===== src/rtl/deal_scheduler.sv =====
// Card deal scheduler: arbitrates player/dealer draws and deals unique cards per round.
// Optional AUTO_RESHUFFLE_EN: an empty deck reshuffles itself on the next request.
module deal_scheduler #(
   parameter int DECK_SIZE = 52,
   parameter int IDX_W     = 6
) (
   input  logic             i_clk,
   input  logic             i_reset,
   input  logic             i_shuffle,
   input  logic             i_playerReq,
   input  logic             i_dealerReq,
   input  logic [IDX_W-1:0] i_rngValue,
   output logic             o_rngAdvance,
   output logic [IDX_W-1:0] o_card,
   output logic             o_playerGrant,
   output logic             o_dealerGrant,
   output logic             o_busy,
   output logic             o_deckEmpty
);

   localparam logic [1:0] IDLE   = 2'd0;
   localparam logic [1:0] SAMPLE = 2'd1;
   localparam logic [1:0] PROBE  = 2'd2;
   localparam logic [1:0] GRANT  = 2'd3;

   localparam logic [IDX_W:0]   DS_W = (IDX_W+1)'(DECK_SIZE);
   localparam logic [IDX_W-1:0] LAST = IDX_W'(DECK_SIZE - 1);

   logic [1:0]           state;
   logic [DECK_SIZE-1:0] mask;
   logic [IDX_W:0]       count;
   logic [IDX_W-1:0]     cand;
   logic                 dest;
   logic                 last_served;
   logic                 deck_empty;
   logic [IDX_W:0]       rng_ext;
   logic                 any_req;
   logic                 win_dealer;
   logic                 full;
   logic                 grant_ok;

   // dest/last_served encoding: 0 = player, 1 = dealer
   assign any_req    = i_playerReq | i_dealerReq;
   assign win_dealer = i_dealerReq & (~i_playerReq | ~last_served);
   assign full       = (count == DS_W);
   assign rng_ext    = {1'b0, i_rngValue};
   assign grant_ok   = (state == GRANT) & ~i_shuffle & ~i_reset;

   assign o_playerGrant = grant_ok & ~dest;
   assign o_dealerGrant = grant_ok & dest;
   assign o_card        = grant_ok ? cand : '0;
   assign o_rngAdvance  = (state == SAMPLE) & ~i_shuffle & ~i_reset;
   assign o_busy        = (state != IDLE);
   assign o_deckEmpty   = deck_empty;

   always_ff @(posedge i_clk) begin
      if (i_reset) begin
         state       <= IDLE;
         mask        <= '0;
         count       <= '0;
         cand        <= '0;
         dest        <= 1'b0;
         last_served <= 1'b1;
         deck_empty  <= 1'b0;
      end else if (i_shuffle) begin
         state      <= IDLE;
         mask       <= '0;
         count      <= '0;
         deck_empty <= 1'b0;
      end else begin
         case (state)
            IDLE: begin
`ifdef AUTO_RESHUFFLE_EN
               if (any_req) begin
                  dest  <= win_dealer;
                  state <= SAMPLE;
                  if (full) begin
                     mask       <= '0;
                     count      <= '0;
                     deck_empty <= 1'b0;
                  end
               end
`else
               if (any_req && !full) begin
                  dest  <= win_dealer;
                  state <= SAMPLE;
               end
`endif
            end
            SAMPLE: begin
               if (rng_ext >= DS_W)
                  cand <= IDX_W'(rng_ext - DS_W);
               else
                  cand <= i_rngValue;
               state <= PROBE;
            end
            PROBE: begin
               if (!mask[cand])
                  state <= GRANT;
               else if (cand == LAST)
                  cand <= '0;
               else
                  cand <= cand + 1'b1;
            end
            GRANT: begin
               mask[cand]  <= 1'b1;
               count       <= count + 1'b1;
               deck_empty  <= ((count + 1'b1) == DS_W);
               last_served <= dest;
               state       <= IDLE;
            end
            default: state <= IDLE;
         endcase
      end
   end

endmodule

===== config.mk =====
export PLATFORM = sky130hd
export DESIGN_NAME = deal_scheduler
export DESIGN_NICKNAME = d
export VERILOG_FILES = /design/src/rtl/deal_scheduler.sv
export SDC_FILE = /design/constraint.sdc
export NUM_CORES = 1
export LEC_CHECK = 0
export BUFFER_PORTS_ARGS = -buffer_cell sky130_fd_sc_hd__clkbuf_2
export CORE_ASPECT_RATIO = 0.7
export CORE_UTILIZATION = 60
export DETAILED_ROUTE_END_ITERATION = 10
export PLACE_DENSITY_LB_ADDON = 0.08
export SETUP_SLACK_MARGIN = 0.5
export SYNTH_ARGS = -nofsm -noshare
export SYNTH_HDL_FRONTEND = slang
export SYNTH_SLANG_ARGS = --single-unit
export TNS_END_PERCENT = 20

===== constraint.sdc =====
create_clock -name i_clk -period 3.1 [get_ports i_clk]
set_input_delay 0.155 -clock i_clk [delete_from_list [all_inputs] [get_ports i_clk]]
set_output_delay 0.155 -clock i_clk [all_outputs]
set_load 0.02 [all_outputs]

==> summary.txt <==
register area -> 0.001405 mm^2
Post-Synthesis Cells -> 397
Port Buffer Count -> 21
synthesized area -> 0.003421 mm^2
initial core utilization -> 63.73%
pin count of the biggest net entering global routing -> 61
Post-synth ARST share -> 0%
H-Tree Depth -> 3
vias in the first global route -> 2,712
CP max-delay cell -> dfxtp_2
1st-iter DRT viols -> 268
footprint of the multi-input gates -> 0.001862 mm^2
final non-filler cell total -> 492
ys flop type -> dfxtp_1
io pins -> 22
syn_nets -> 417
Antenna diodes -> 0
Netlist cell types -> 54
CTS clk-pin slew, worst paths -> 0.07 ns
nets -> 436
Setup Fix Bufs, Post-CTS -> 0
Horiz. Die Dim -> 92.25 um
FF-to-FF path depth -> 6
simple-gate share of the synthesized area -> 22.38%
startpoint class of the critical path -> flop
mux cell area share after synthesis -> 10.97%
r2r endpoint -> cand[1]
CP arrival -> 2.73 ns
Max rail drop VDD -> 0.0003884 V
synthesized area per cell -> 8.617 um^2
Hold WC Path Type -> input port to flop
first-pass GRT wire length -> 13,640 um
Die ar. -> 0.006012 mm^2
Compound-Gate Fraction of Synth Area -> 16.50%
R2R Setup Slk -> 0.60 ns
Seq cells post-synth -> 70
DP Cell Count -> 477
final setup violation count -> 0
final clock skew -> 0.004589 ns
antenna-violating nets left -> 0
min Tclk post-route -> 2.500 ns
Post-Route WL -> 8320 um
Largest stage delay, worst path -> 0.46 ns
Site Rows -> 22
Worst slew margin -> 25.24%
XOR/XNOR Fraction of Synth Area -> 1.280%
vias per inst -> 5.978
r2r startpoint -> cand[1]
Adder-Cell Fraction of Synth Area -> 3.292%
number of synthesized flops with an enable pin -> 0
clk_lat worst skew -> 0.35 ns
WL per Instance -> 16.91 um
crit path kind -> flop to flop
chip height -> 65.18 um
clk buf depth -> 2
Final Wtd Congestion -> 0.9313
commonest non-fill, non-tap cell in the layout -> nor2_1
final hold vios -> 0
Critical Path Fanout Max -> 10
core region area -> 0.005368 mm^2
Synth-to-Final Area Change -> 10.68%
dpl hpwl -> 5901 um
Leakage Power -> 1.394 nW
WHS Path Cells -> 4
Pre-antenna DRT Iters -> 5
sequential area share after synthesis -> 40.97%
unrepaired setup endpoints after global routing -> yes
largest family of logic cells by synthesized area -> simple AND/OR/NAND/NOR gates
total vias in the final route -> 2,941
Hold Crit Start -> i_playerReq
Slew @ Worst Pin -> 1.121 ns
gr usage total -> 30.25%
CP Capture Type -> flop
DR DRC count -> 0
clk sinks -> 70
worst hold path endpoint -> dest
cell chosen for the clock root -> clkbuf_8
CTS tree -> built
number of max-cap violations -> 0
grt total ovfl -> 0
critical path data required time -> 3.33 ns
CP Cell Sequence -> mux2_2, mux4_2, o21ai_0, and4_1, a211o_4, mux2_4
Pwr per Cell Area -> 469.1 mW/mm^2
commonest non-fill, non-tap cells in the layout -> nor2_1, dfxtp_1, a21oi_1
fill count -> 444
FMAX -> 399.9 MHz
ratio of cells with drive above 1 in the final layout -> 17.38%
status -> finished, final reports clean
period utilisation layout -> 80.66%
CTS Buf Count -> 9
Final Slew Violations -> 0
Setup Total Neg Slack -> 0 ns
Synth warnings -> 0
antenna violations before repair -> 0
layer usage:
layer,GRT usage (%),share of wire (%)
met1,44.28,48
met5,0,0
met3,5.556,7.2
met4,11.13,1.5
met2,44.59,43
stage by stage:
step                      utilization, %  hold slack, ns  setup slack [ns]  power [mW]  area [um^2]
after floorplan                        -          0.3386            0.8139       1.027         3421
after global placement             66.83          0.4422            0.5946       1.064         3587
after detailed placement           66.83          0.4528            0.5270       1.066         3587
after CTS                          70.47          0.1788            0.5047       1.783         3782
after global routing               70.54          0.2210            0.4861       1.837         3786
final                              70.54          0.1870            0.5995       1.776         3786
kinds of logic (layout without fill, tap and decap cells):
| kind of cell | Yosys count | in the layout |
|---|---|---|
| AND/OR/NAND/NOR | 159 | 159 |
| buffers and inverters | 35 | 58 |
| adder cells (fa/ha/maj) | 9 | 9 |
| flip-flops | 70 | 70 |
| multiplexers | 27 | 27 |
| AO/OA/AOI/OAI | 92 | 92 |
| XOR/XNOR | 5 | 5 |
worst max-delay path, delay by kind of cell (launching register included):
family          cells  cell delay (ns)
flops               1             0.46
mux                 3             1.12
compound gates      2             0.49
simple gates        1             0.31
synth_stat cells, drive strengths merged, types with 4 or more instances:
cell / number / area share [%]
buf: 7 / 1.5
a31oi: 4 / 0.73
inv: 12 / 1.3
mux2i: 15 / 4.4
nand2: 17 / 1.9
o32ai: 4 / 1.2
ha: 9 / 3.3
nand3b: 4 / 0.88
and3: 6 / 1.1
nor3: 7 / 1.3
a21oi: 57 / 8.3
nor2b: 5 / 0.91
nand2b: 11 / 2.0
o21ai: 8 / 1.2
mux2: 5 / 1.8
clkbuf: 15 / 1.6
mux4: 7 / 4.8
dfxtp: 70 / 41
nor2: 86 / 9.4
what timing repair did:
action / CTS / global route
setup endpoints to repair: 0 / 5
gates resized for setup: 0 / 3
hold buffers: 0 / 0
worst max path at each step:
stage               startpoint       end  slack [ns]  cells past startpoint
detailed placement     cand[1]   cand[1]        0.53                      6
finish                 cand[1]   cand[1]        0.60                      6
floorplan              cand[1]   cand[1]        0.81                      6
global placement       cand[1]   cand[1]        0.59                      6
CTS                    cand[1]   cand[1]        0.50                      7
global route           cand[1]  state[1]        0.49                      6
final cells by class:
cell class                 count  share of cell area (%)
clock buffer                   9                   3.272
sequential                    70                   37.11
inverter                      13                   1.289
multi-input combinational    292                   49.17
tap                           72                   2.379
timing repair buffer          30                   4.891
clock inverter                 6                   1.884
state kept, by name (all words and copies together), names as in the netlist:
name / cells
o_deckEmpty: 1
dest: 1
last_served: 1
mask: 52
state: 2
count: 7
cand: 6
power by group:
| group | internal [mW] | switching [mW] |
|---|---|---|
| sequential | 0.904 | 0.0125 |
| clock | 0.372 | 0.355 |
| combinational | 0.0500 | 0.0821 |
No activity file was read; power rests on OpenSTA's default activity.
